===== src/rtl/keycode_pkg.sv =====
// Shared key codes, direction/class encodings and keycode classification helpers
// for the keycode decoder path.
package keycode_pkg;

    localparam logic [7:0] KEY_NONE  = 8'h00;
    localparam logic [7:0] KEY_W     = 8'h1A;
    localparam logic [7:0] KEY_S     = 8'h16;
    localparam logic [7:0] KEY_A     = 8'h04;
    localparam logic [7:0] KEY_D     = 8'h07;
    localparam logic [7:0] KEY_SPACE = 8'h2C;
    localparam logic [7:0] KEY_UP    = 8'h52;
    localparam logic [7:0] KEY_DOWN  = 8'h51;
    localparam logic [7:0] KEY_LEFT  = 8'h50;
    localparam logic [7:0] KEY_RIGHT = 8'h4F;
    localparam logic [7:0] KEY_ENTER = 8'h28;
    localparam logic [7:0] KEY_R     = 8'h15;

    typedef enum logic [2:0] {
        DIR_NONE  = 3'd0,
        DIR_UP    = 3'd1,
        DIR_DOWN  = 3'd2,
        DIR_LEFT  = 3'd3,
        DIR_RIGHT = 3'd4
    } dir_t;

    typedef enum logic [2:0] {
        KC_NONE,
        KC_P1_DIR,
        KC_P2_DIR,
        KC_P1_BOMB,
        KC_P2_BOMB,
        KC_START
    } key_class_t;

    function automatic key_class_t classify(input logic [7:0] code);
        case (code)
            KEY_W, KEY_S, KEY_A, KEY_D:               classify = KC_P1_DIR;
            KEY_UP, KEY_DOWN, KEY_LEFT, KEY_RIGHT:    classify = KC_P2_DIR;
            KEY_SPACE:                                classify = KC_P1_BOMB;
            KEY_ENTER:                                classify = KC_P2_BOMB;
            KEY_R:                                    classify = KC_START;
            default:                                  classify = KC_NONE;
        endcase
    endfunction

    // Both players share one decode table since the two key sets never overlap.
    function automatic dir_t key_dir(input logic [7:0] code);
        case (code)
            KEY_W, KEY_UP:     key_dir = DIR_UP;
            KEY_S, KEY_DOWN:   key_dir = DIR_DOWN;
            KEY_A, KEY_LEFT:   key_dir = DIR_LEFT;
            KEY_D, KEY_RIGHT:  key_dir = DIR_RIGHT;
            default:           key_dir = DIR_NONE;
        endcase
    endfunction

endpackage


===== src/rtl/keycode_decoder_if.sv =====
// Bus between the keycode PIO / frame timing side and the keycode decoder.
interface keycode_decoder_if;

    logic       frame_tick;
    logic [7:0] keycode;
    logic       enable;
    logic [7:0] stable_code;
    logic [2:0] p1_dir;
    logic       p1_move;
    logic       p1_bomb;
    logic [2:0] p2_dir;
    logic       p2_move;
    logic       p2_bomb;
    logic       start_pulse;

    modport master (
        output frame_tick, keycode, enable,
        input  stable_code, p1_dir, p1_move, p1_bomb,
        input  p2_dir, p2_move, p2_bomb, start_pulse
    );

    modport slave (
        input  frame_tick, keycode, enable,
        output stable_code, p1_dir, p1_move, p1_bomb,
        output p2_dir, p2_move, p2_bomb, start_pulse
    );

endinterface


===== src/rtl/player_cmd_gen.sv =====
// Per-player command generator: held-direction auto-repeat and bomb cooldown,
// all paced by the frame tick.
module player_cmd_gen
    import keycode_pkg::*;
#(
    parameter int REPEAT_FRAMES   = 8,
    parameter int COOLDOWN_FRAMES = 120
) (
    input  logic Clk,
    input  logic Reset,
    input  logic tick,
    input  logic is_dir,
    input  dir_t dir,
    input  logic is_bomb,
    input  logic press_edge,
    input  logic enable,
    output dir_t player_dir,
    output logic move,
    output logic bomb
);

    localparam int RW = $clog2(REPEAT_FRAMES + 1);
    localparam int CW = $clog2(COOLDOWN_FRAMES + 1);
    localparam logic [RW-1:0] REPEAT_LAST   = RW'(REPEAT_FRAMES - 1);
    localparam logic [CW-1:0] COOLDOWN_INIT = CW'(COOLDOWN_FRAMES);

    logic [RW-1:0] rep_cnt;
    logic [CW-1:0] cooldown;
    logic          pressed;

    // Pulses default low every clock so they last exactly one cycle after a tick.
    always_ff @(posedge Clk) begin
        if (!Reset) begin
            player_dir <= DIR_NONE;
            move       <= 1'b0;
            bomb       <= 1'b0;
            rep_cnt    <= '0;
            cooldown   <= '0;
            pressed    <= 1'b0;
        end else begin
            move <= 1'b0;
            bomb <= 1'b0;
            if (tick) begin
                if (is_dir && enable) begin
                    player_dir <= dir;
                    if (press_edge || !pressed) begin
                        move    <= 1'b1;
                        rep_cnt <= '0;
                        pressed <= 1'b1;
                    end else if (rep_cnt == REPEAT_LAST) begin
                        move    <= 1'b1;
                        rep_cnt <= '0;
                    end else begin
                        rep_cnt <= rep_cnt + RW'(1);
                    end
                end else begin
                    player_dir <= DIR_NONE;
                    rep_cnt    <= '0;
                    pressed    <= 1'b0;
                end

                // Dropped presses are not remembered; only a fresh press edge can fire.
                if (is_bomb && press_edge && enable && (cooldown == '0)) begin
                    bomb     <= 1'b1;
                    cooldown <= COOLDOWN_INIT;
                end else if (cooldown != '0) begin
                    cooldown <= cooldown - CW'(1);
                end
            end
        end
    end

endmodule


===== src/rtl/keycode_decoder.sv =====
// Debounces the raw HID keycode and turns it into registered, frame-paced
// commands for both players plus a start pulse.
module keycode_decoder
    import keycode_pkg::*;
#(
    parameter int DEBOUNCE_FRAMES = 2,
    parameter int REPEAT_FRAMES   = 8,
    parameter int COOLDOWN_FRAMES = 120
) (
    input  logic                Clk,
    input  logic                Reset,
    keycode_decoder_if.slave    bus
);

    localparam int DW = $clog2(DEBOUNCE_FRAMES + 1);
    localparam logic [DW-1:0] DEB_MAX = DW'(DEBOUNCE_FRAMES);

    logic [7:0]    cand;
    logic [DW-1:0] cnt;
    logic [7:0]    stable_q;
    logic          start_q;

    logic [DW-1:0] cnt_next;
    logic [7:0]    stable_next;
    logic          press_edge;
    key_class_t    cls;
    dir_t          dir_next;

    dir_t p1_dir_w;
    dir_t p2_dir_w;
    logic p1_move_w, p1_bomb_w, p2_move_w, p2_bomb_w;

    // Class and direction come from the post-tick stable code so commands
    // follow the same tick that accepts a new key.
    always_comb begin
        cnt_next    = cnt;
        press_edge  = 1'b0;
        stable_next = stable_q;
        if (bus.keycode != cand) begin
            cnt_next = DW'(1);
        end else if (cnt != DEB_MAX) begin
            cnt_next = cnt + DW'(1);
        end
        if (bus.frame_tick && (cnt_next == DEB_MAX) && (bus.keycode != stable_q)) begin
            press_edge  = 1'b1;
            stable_next = bus.keycode;
        end
        cls      = classify(stable_next);
        dir_next = key_dir(stable_next);
    end

    always_ff @(posedge Clk) begin
        if (!Reset) begin
            cand     <= '0;
            cnt      <= '0;
            stable_q <= '0;
            start_q  <= 1'b0;
        end else begin
            start_q <= 1'b0;
            if (bus.frame_tick) begin
                cand     <= bus.keycode;
                cnt      <= cnt_next;
                stable_q <= stable_next;
                if (press_edge && (cls == KC_START)) begin
                    start_q <= 1'b1;
                end
            end
        end
    end

    player_cmd_gen #(
        .REPEAT_FRAMES   (REPEAT_FRAMES),
        .COOLDOWN_FRAMES (COOLDOWN_FRAMES)
    ) u_p1 (
        .Clk        (Clk),
        .Reset      (Reset),
        .tick       (bus.frame_tick),
        .is_dir     (cls == KC_P1_DIR),
        .dir        (dir_next),
        .is_bomb    (cls == KC_P1_BOMB),
        .press_edge (press_edge),
        .enable     (bus.enable),
        .player_dir (p1_dir_w),
        .move       (p1_move_w),
        .bomb       (p1_bomb_w)
    );

    player_cmd_gen #(
        .REPEAT_FRAMES   (REPEAT_FRAMES),
        .COOLDOWN_FRAMES (COOLDOWN_FRAMES)
    ) u_p2 (
        .Clk        (Clk),
        .Reset      (Reset),
        .tick       (bus.frame_tick),
        .is_dir     (cls == KC_P2_DIR),
        .dir        (dir_next),
        .is_bomb    (cls == KC_P2_BOMB),
        .press_edge (press_edge),
        .enable     (bus.enable),
        .player_dir (p2_dir_w),
        .move       (p2_move_w),
        .bomb       (p2_bomb_w)
    );

    assign bus.stable_code = stable_q;
    assign bus.start_pulse = start_q;
    assign bus.p1_dir      = p1_dir_w;
    assign bus.p1_move     = p1_move_w;
    assign bus.p1_bomb     = p1_bomb_w;
    assign bus.p2_dir      = p2_dir_w;
    assign bus.p2_move     = p2_move_w;
    assign bus.p2_bomb     = p2_bomb_w;

endmodule


===== src/flat_wrapper.sv =====
// flat-port wrapper written by rule: the top's interface ports become plain ports
module keycode_decoder_flat import keycode_pkg::*;
#(
    parameter int DEBOUNCE_FRAMES = 2,
    parameter int REPEAT_FRAMES   = 8,
    parameter int COOLDOWN_FRAMES = 120
)
  (Clk, Reset, bus_frame_tick, bus_keycode, bus_enable, bus_stable_code, bus_p1_dir, bus_p1_move, bus_p1_bomb, bus_p2_dir, bus_p2_move, bus_p2_bomb, bus_start_pulse);
  keycode_decoder_if bus_i ();
  input  logic Clk;
  input  logic Reset;
  input wire logic [$bits(bus_i.frame_tick)-1:0] bus_frame_tick;
  input wire logic [$bits(bus_i.keycode)-1:0] bus_keycode;
  input wire logic [$bits(bus_i.enable)-1:0] bus_enable;
  output wire logic [$bits(bus_i.stable_code)-1:0] bus_stable_code;
  output wire logic [$bits(bus_i.p1_dir)-1:0] bus_p1_dir;
  output wire logic [$bits(bus_i.p1_move)-1:0] bus_p1_move;
  output wire logic [$bits(bus_i.p1_bomb)-1:0] bus_p1_bomb;
  output wire logic [$bits(bus_i.p2_dir)-1:0] bus_p2_dir;
  output wire logic [$bits(bus_i.p2_move)-1:0] bus_p2_move;
  output wire logic [$bits(bus_i.p2_bomb)-1:0] bus_p2_bomb;
  output wire logic [$bits(bus_i.start_pulse)-1:0] bus_start_pulse;
  assign bus_i.frame_tick = bus_frame_tick;
  assign bus_i.keycode = bus_keycode;
  assign bus_i.enable = bus_enable;
  assign bus_stable_code = bus_i.stable_code;
  assign bus_p1_dir = bus_i.p1_dir;
  assign bus_p1_move = bus_i.p1_move;
  assign bus_p1_bomb = bus_i.p1_bomb;
  assign bus_p2_dir = bus_i.p2_dir;
  assign bus_p2_move = bus_i.p2_move;
  assign bus_p2_bomb = bus_i.p2_bomb;
  assign bus_start_pulse = bus_i.start_pulse;
  keycode_decoder #(.DEBOUNCE_FRAMES(DEBOUNCE_FRAMES), .REPEAT_FRAMES(REPEAT_FRAMES), .COOLDOWN_FRAMES(COOLDOWN_FRAMES)) u_core (.Clk(Clk), .Reset(Reset), .bus(bus_i));
endmodule

===== config.mk =====
export PLATFORM = sky130hd
export DESIGN_NAME = keycode_decoder_flat
export DESIGN_NICKNAME = d
export VERILOG_FILES = /design/src/rtl/keycode_pkg.sv /design/src/rtl/keycode_decoder_if.sv /design/src/rtl/player_cmd_gen.sv /design/src/rtl/keycode_decoder.sv /design/src/flat_wrapper.sv
export SDC_FILE = /design/constraint.sdc
export NUM_CORES = 1
export LEC_CHECK = 0
export BUFFER_PORTS_ARGS = -buffer_cell sky130_fd_sc_hd__buf_2
export CORE_UTILIZATION = 59
export CTS_CLUSTER_DIAMETER = 150
export DETAILED_ROUTE_END_ITERATION = 6
export HOLD_SLACK_MARGIN = 0.08
export PLACE_DENSITY_LB_ADDON = 0.1
export SYNTH_ARGS = -nofsm -noshare
export SYNTH_HDL_FRONTEND = slang
export SYNTH_SLANG_ARGS = --single-unit
export TNS_END_PERCENT = 20

===== constraint.sdc =====
create_clock -name Clk -period 3.03 [get_ports Clk]
set_clock_uncertainty 0.2 [all_clocks]
set_input_delay 0.606 -clock Clk [delete_from_list [all_inputs] [get_ports Clk]]
set_output_delay 0.606 -clock Clk [all_outputs]
set_load 0.01 [all_outputs]

After elaboration in Yosys (flattened, before gate mapping)
Index checks and enable logic that the tools add are counted.
{"block": "op_classes", "addsub": 5, "n_eq_ne": 24, "mux": 29, "reduce_logical": 34}
{"operator": "$eq A8 B7 Y1 const B", "count": 4}
{"operator": "$mux W7", "count": 4}
{"operator": "$eq A8 B5 Y1 const B", "count": 3}
{"operator": "$mux W4", "count": 6}
{"operator": "$eq A8 B3 Y1 const B", "count": 2}
{"operator": "$eq A8 B6 Y1 const B", "count": 2}
{"operator": "$ne A8 B8 Y1", "count": 2}
{"operator": "$pmux W3 S5", "count": 1}
{"operator": "$logic_not A7 Y1", "count": 2}
{"operator": "$reduce_bool A7 Y1", "count": 2}
{"operator": "$sub A7 B1 Y7 const B", "count": 2}
{"operator": "$mux W1", "count": 12}
{"operator": "$pmux W3 S4", "count": 1}
{"operator": "$logic_and A1 B1 Y1", "count": 11}
{"operator": "$reduce_and A2 Y1", "count": 5}
{"operator": "$add A4 B1 Y4 const B", "count": 2}
{"operator": "$eq A4 B3 Y1 const B", "count": 2}
{"operator": "$mux W8", "count": 1}
{"operator": "$reduce_or A2 Y1", "count": 4}
{"operator": "$reduce_or A4 Y1", "count": 2}
{"operator": "$eq A3 B2 Y1 const B", "count": 2}
{"operator": "$eq A3 B3 Y1 const B", "count": 2}
{"operator": "$mux W3", "count": 2}
{"operator": "$reduce_and A3 Y1", "count": 2}
{"operator": "other kinds (9)", "count": 14}
{"block": "totals", "regBits": 53, "in_bits": 12, "output_inout_bits": 19, "elab_cells": 108}

Logic depth before layout (Yosys ltp)
{"block": "depth", "ltp_word": 16, "mapped_depth": 9, "mapped_depth_nobuf": 8}

By module
A second synthesis with hierarchy kept.
{"block": "unflattened", "hier_cells": 369, "area_unflattened_um2": 3124.2}
{"module": "player_cmd_gen", "instances": 2, "cells_per_inst": 97, "area_per_inst_um2": 845.8, "seq_area_each_um2": 340.3}
{"module": "keycode_decoder", "instances": 1, "cells_per_inst": 175, "area_per_inst_um2": 1432.6, "seq_area_each_um2": 380.4}

Worst setup path before layout
OpenSTA, ideal clock, no wires.
{"block": "synth_timing", "kind": "input-to-reg", "start": "input bus_keycode[2]", "end": "register u_core.u_p2.cooldown[6]", "setup_ns": 0.070, "arrival_ns": 2.183, "required_ns": 2.760, "setup_slack_ns": 0.577, "path_stages": 7, "n_path_buf": 1, "path_cell_list": "buf_2 xnor2_1 nand4_2 nor3_4 nand3_4 or4_1 a21oi_1"}
{"block": "synth_via", "elab_chain_len": 15, "word_cells_on_any_way": 29, "cone_classes": "eq/ne (15); mux (5); reduce/logical (9)"}
{"item": "start: declaration", "line_no": "flat_wrapper.sv:13", "rtl": "input wire logic [$bits(bus_i.keycode)-1:0] bus_keycode;"}
{"item": "$ne A8 B8 Y1", "line_no": "keycode_decoder.sv:39", "rtl": "if (bus.keycode != cand) begin"}
{"item": "$mux W2", "line_no": "keycode_decoder.sv:39"}
{"item": "$eq A2 B2 Y1", "line_no": "keycode_decoder.sv:44", "rtl": "if (bus.frame_tick && (cnt_next == DEB_MAX) && (bus.keycode != stable_q)) begin"}
{"item": "$logic_and A1 B1 Y1 (2 in a row)", "line_no": "keycode_decoder.sv:44"}
{"item": "$mux W8", "line_no": "keycode_decoder.sv:44"}
{"item": "$eq A8 B7 Y1 (tied with other cells)", "line_no": "keycode_pkg.sv:36", "rtl": "case (code)"}
{"item": "$reduce_or A4 Y1", "line_no": "keycode_pkg.sv:36"}
{"item": "$pmux W3 S5", "line_no": "keycode_pkg.sv:36"}
{"item": "$eq A3 B3 Y1", "line_no": "keycode_decoder.sv:97", "rtl": ".is_bomb (cls == KC_P2_BOMB),"}
{"item": "$logic_and A1 B1 Y1 (*) (3 in a row)", "line_no": "player_cmd_gen.sv:63", "rtl": "if (is_bomb && press_edge && enable && (cooldown == '0)) begin"}
{"item": "$reduce_bool A2 Y1 (no source line)"}
{"item": "$reduce_and A2 Y1 (no source line)"}
{"item": "end signal: assignment", "line_no": "player_cmd_gen.sv:67", "rtl": "cooldown <= cooldown - CW'(1);"}
{"item": "end: declaration", "line_no": "player_cmd_gen.sv:28", "rtl": "logic [CW-1:0] cooldown;"}
Mark *: on every way between the ends. The rest lies on a longest branch, timed or not.
A chain may end at the register's enable or synchronous reset.

Final worst setup path
{"block": "layout_timing", "start": "register u_core.stable_q[2] (netlist: u_core.bus.stable_code[2])", "end": "register u_core.u_p1.player_dir[1]"}
{"block": "layout_via", "elab_chain_len": 9, "word_cells_on_any_way": 25, "cone_classes": "eq/ne (13); mux (4); reduce/logical (8)"}
{"item": "start: declaration", "line_no": "keycode_decoder.sv:20", "rtl": "logic [7:0] stable_q;"}
{"item": "start signal: assignment", "line_no": "keycode_decoder.sv:63", "rtl": "stable_q <= stable_next;"}
{"item": "$ne A8 B8 Y1", "line_no": "keycode_decoder.sv:44"}
{"item": "$logic_and A1 B1 Y1", "line_no": "keycode_decoder.sv:44"}
{"item": "$mux W8 (*)", "line_no": "keycode_decoder.sv:44"}
{"item": "$eq A8 B7 Y1 (tied with other cells)", "line_no": "keycode_pkg.sv:36, keycode_pkg.sv:48"}
{"item": "$reduce_or A4 Y1", "line_no": "keycode_pkg.sv:36"}
{"item": "$pmux W3 S5", "line_no": "keycode_pkg.sv:36"}
{"item": "$eq A3 B1 Y1", "line_no": "keycode_decoder.sv:78", "rtl": ".is_dir (cls == KC_P1_DIR),"}
{"item": "$logic_and A1 B1 Y1", "line_no": "player_cmd_gen.sv:44", "rtl": "if (is_dir && enable) begin"}
{"item": "$mux W3 (*)", "line_no": "player_cmd_gen.sv:44"}
{"item": "end signal: assignment", "line_no": "player_cmd_gen.sv:45", "rtl": "player_dir <= dir;"}
{"item": "end: declaration", "line_no": "player_cmd_gen.sv:17", "rtl": "output dir_t player_dir,"}
Marks and branches as above.

==> load_flow_metrics.sql <==
INSERT INTO impl_metrics (metric_group, metric, value, unit) VALUES
('status', 'run_status', 'completed', ''),
('global_routing', 'grt_pass1_wl', '10800', 'um'),
('setup_path', 'r2r-end', 'u_core.u_p1.player_dir[1]', ''),
('setup_path', 'worstPathArrival', '2610', 'ps'),
('worst_hold_path', 'min_delay_path_depth', '2', ''),
('timing', 'setup_viol', '0', ''),
('power', 'swShare', '0.357', ''),
('global_routing', 'gr-usage-all-layers', '0.257', ''),
('timing', 'fin_tns_setup', '0', 'ps'),
('timing', 'tightestPinTransition', '636', 'ps'),
('routing', 'drc', '0', ''),
('timing', 'setup_repair_after_global_routing_missed_its_margin', 'no', ''),
('clock_tree', 'cts-buffers-inserted', '5', ''),
('setup_path', 'criticalPathCategory', 'flip-flop to flip-flop', ''),
('timing', 'finalHoldViolCount', '0', ''),
('clock_tree', 'tritoncts', 'done', ''),
('placed_design', 'placement_cell_area', '0.00321', 'mm^2'),
('setup_path', 'critPathRequiredTime', '3020', 'ps'),
('synth', 'synth_area', '0.00305', 'mm^2'),
('global_routing', 'antenna_violations_before_repair', '0', ''),
('flow_run', 'max_cap_viol_count', '0', ''),
('synth', 'synth.net_count', '387', ''),
('placed_design', 'detailed_place_hpwl', '4820', 'um'),
('synth', 'mapped_cells', '370', ''),
('cells_and_area', 'fin_util', '0.681', ''),
('placed_design', 'routabilityCongestion', '0.927', ''),
('die', 'rows', '25', ''),
('routing', 'drt-pass1-iter-count', '4', ''),
('timing', 'slew_viol_final', '0', ''),
('power', 'switching_power', '0.658', 'mW'),
('power', 'power_density', '558', 'mW/mm^2'),
('cells_and_area', 'final_cell_mix', '56 x sky130_fd_sc_hd__nand2_1, 53 x sky130_fd_sc_hd__dfxtp_1, 30 x sky130_fd_sc_hd__buf_2', ''),
('power', 'power.sequential.fraction', '0.461', ''),
('cells_and_area', 'antenna_cells_inserted', '0', ''),
('global_routing', 'grt-ovfl-total', '0', ''),
('synth', 'ys.flop_type', 'sky130_fd_sc_hd__dfxtp_1', ''),
('setup_path', 'path_max_fanout', '7', ''),
('synth', 'postSynthAreaPerCell', '8.24', 'um^2'),
('timing', 'worst_slew_margin_rel', '0.571', ''),
('worst_hold_path', 'hold-path-endpoint', 'u_core.u_p2.player_dir[1]', ''),
('worst_hold_path', 'min_path_type', 'flip-flop to flip-flop', ''),
('power', 'internal_power', '1.18', 'mW'),
('power', 'power.ir.vdd_worst', '0.422', 'mV'),
('clock_tree', 'worstSkewPairLatency', '320', 'ps'),
('cells_and_area', 'area.growth.synth_to_final', '8.29', '%'),
('cells_and_area', 'layout.nets', '407', ''),
('synth', 'yosys_warnings', '0', ''),
('clock_tree', 'worst_setup_hold_path_clk_slew', '100', 'ps'),
('routing', 'first_iter_violations', '176', ''),
('clock_tree', 'ctsLongestPathBuffers', '2', ''),
('placed_design', 'port-buffer-count', '30', ''),
('routing', 'vias_per_cell', '5.77', ''),
('setup_path', 'setup_slack_of_the_worst_register_to_register_path', '410', 'ps'),
('die', 'floorplan_die_area', '0.00546', 'mm^2'),
('timing', 'post-route-period-util', '0.865', ''),
('die', 'die_w', '73.9', 'um'),
('cells_and_area', 'postLayoutCellArea', '0.00330', 'mm^2'),
('routing', 'detailroute.via_count', '2644', ''),
('synth', 'synth-edff-count', '0', ''),
('timing', 'holdWs', '260', 'ps'),
('setup_path', 'rr_startpoint', 'u_core.bus.stable_code[2]', ''),
('worst_hold_path', 'worstHoldStart', 'u_core.u_p2.player_dir[1]', ''),
('setup_path', 'endpoint_kind', 'flip-flop', ''),
('synth', 'synth_sequential_area_ratio', '0.348', ''),
('synth', 'netlist-cell-type-count', '62', ''),
('clock_tree', 'cts.repair_timing.setup_buffer_count', '0', ''),
('synth', 'async_set_or_reset_flop_fraction_in_the_synthesized_netlist', '0', ''),
('setup_path', 'setup.worst_path.start_class', 'flip-flop', ''),
('synth', 'synth.ff_latch_count', '53', ''),
('clock_tree', 'cts_resized', '0', ''),
('die', 'die_height', '73.9', 'um');
[power groups by stage]
stage | clock network [mW] | registers, mW | logic (mW)
finish | 0.412 | 0.850 | 0.581
global placement | 0 | 0.860 | 0.562
CTS | 0.422 | 0.848 | 0.581
detailed placement | 0 | 0.864 | 0.578
global route | 0.446 | 0.864 | 0.667
floorplan | 0 | 0.846 | 0.477
[routing by layer]
layer  track usage  vias to the layer above  routed length [um]
met3        0.0425                       11                 268
li1              -                     1359                   -
met2         0.409                       66                2950
met4         0.100                        0                 120
met1         0.348                     1208                3220
met5             0                        -                   0
[cell type report]
cell class,instances,area [um^2],share of cell area
clock buffers,5,68.8,0.0208
clock inverters,3,21.3,0.00644
inverters,9,33.8,0.0102
multi-input cells,284,1830,0.554
flip-flops and latches,53,1060,0.321
well taps,67,83.8,0.0254
repair buffers,37,203,0.0614
[worst max-delay path: stages (launching register included)]
cell                      delay (ps)
sky130_fd_sc_hd__dfxtp_1         460
sky130_fd_sc_hd__or3b_4          430
sky130_fd_sc_hd__or4_1           470
sky130_fd_sc_hd__a21oi_1         260
sky130_fd_sc_hd__nor3_1          170
sky130_fd_sc_hd__mux2i_1         370
sky130_fd_sc_hd__o31ai_1         130
[flip-flops by register name, summed over array words and instances, names as in the netlist, 2 cells and up]
signal and count:
u_core.u_p1.rep_cnt 4, u_core.cand 8, u_core.u_p2.player_dir 3, u_core.bus.stable_code 8, u_core.u_p2.cooldown 7, u_core.u_p2.rep_cnt 4
u_core.u_p1.cooldown 7, u_core.cnt 2, u_core.u_p1.player_dir 3
[synth_stat cells, types with 2 or more instances]
| master | n | area share |
|---|---|---|
| sky130_fd_sc_hd__nor2_1 | 26 | 0.032 |
| sky130_fd_sc_hd__nor2b_1 | 7 | 0.014 |
| sky130_fd_sc_hd__nand4_1 | 6 | 0.012 |
| sky130_fd_sc_hd__clkbuf_1 | 9 | 0.011 |
| sky130_fd_sc_hd__o21bai_1 | 2 | 0.0049 |
| sky130_fd_sc_hd__o2111a_1 | 3 | 0.011 |
| sky130_fd_sc_hd__o21ai_0 | 13 | 0.021 |
| sky130_fd_sc_hd__nand2b_1 | 5 | 0.010 |
| sky130_fd_sc_hd__o31ai_1 | 3 | 0.0074 |
| sky130_fd_sc_hd__nand2_1 | 56 | 0.069 |
| sky130_fd_sc_hd__nand3_1 | 23 | 0.038 |
| sky130_fd_sc_hd__and2_1 | 3 | 0.0062 |
| sky130_fd_sc_hd__ha_1 | 5 | 0.021 |
| sky130_fd_sc_hd__buf_2 | 9 | 0.015 |
| sky130_fd_sc_hd__o2111ai_1 | 3 | 0.0086 |
| sky130_fd_sc_hd__xor2_1 | 4 | 0.011 |
| sky130_fd_sc_hd__a211oi_1 | 2 | 0.0049 |
| sky130_fd_sc_hd__or4_1 | 2 | 0.0049 |
| sky130_fd_sc_hd__nor4_1 | 5 | 0.010 |
| sky130_fd_sc_hd__nor4b_1 | 5 | 0.014 |
| sky130_fd_sc_hd__xnor2_1 | 17 | 0.049 |
| sky130_fd_sc_hd__buf_4 | 4 | 0.0098 |
| sky130_fd_sc_hd__or3_1 | 3 | 0.0062 |
| sky130_fd_sc_hd__mux2i_1 | 14 | 0.046 |
| sky130_fd_sc_hd__o22ai_1 | 2 | 0.0041 |
| sky130_fd_sc_hd__nand3b_1 | 3 | 0.0074 |
| sky130_fd_sc_hd__a21o_1 | 2 | 0.0049 |
| sky130_fd_sc_hd__inv_1 | 8 | 0.0098 |
| sky130_fd_sc_hd__and3b_1 | 3 | 0.0086 |
| sky130_fd_sc_hd__nor3b_1 | 4 | 0.0098 |
| sky130_fd_sc_hd__dfxtp_1 | 53 | 0.35 |
| sky130_fd_sc_hd__and4_1 | 2 | 0.0057 |
| sky130_fd_sc_hd__o2bb2ai_1 | 2 | 0.0057 |
| sky130_fd_sc_hd__nand4b_1 | 3 | 0.0086 |
| sky130_fd_sc_hd__a31oi_1 | 4 | 0.0082 |
| sky130_fd_sc_hd__a21oi_1 | 19 | 0.031 |
| sky130_fd_sc_hd__nor3_1 | 10 | 0.016 |
| sky130_fd_sc_hd__o211ai_1 | 2 | 0.0049 |
[worst max path at each step]
stage                               from                         to  slack, ps
2_1_floorplan             bus_keycode[2]    u_core.u_p2.cooldown[6]        580
3_3_place_gp              bus_keycode[0]  u_core.u_p1.player_dir[1]        350
3_5_place_dp              bus_keycode[6]  u_core.u_p1.player_dir[1]        270
4_1_cts        u_core.bus.stable_code[2]  u_core.u_p1.player_dir[0]        470
5_1_grt          u_core.u_p2.cooldown[0]    u_core.u_p2.cooldown[3]        290
6_report       u_core.bus.stable_code[2]  u_core.u_p1.player_dir[1]        410
[cells by family after synthesis]
logic type                 Yosys count  synth area share
buffers and inverters               33            0.0517
muxes                               14            0.0460
AOI/OAI and AO/OA                   69             0.153
xor gates and xnor gates            23            0.0730
DFF                                 53             0.348
adders and majority gates            5            0.0205
and+or+nand+nor                    173             0.307
[metrics by stage]
step | power [mW] | cells | worst slack, ps
3_3_place_gp | 1.42 | 450 | 350
4_1_cts | 1.85 | 458 | 469
6_report | 1.84 | 458 | 408
5_1_grt | 1.98 | 458 | 290
2_1_floorplan | 1.32 | 370 | 577
3_5_place_dp | 1.44 | 450 | 272
(Power assumes the default switching activity.)
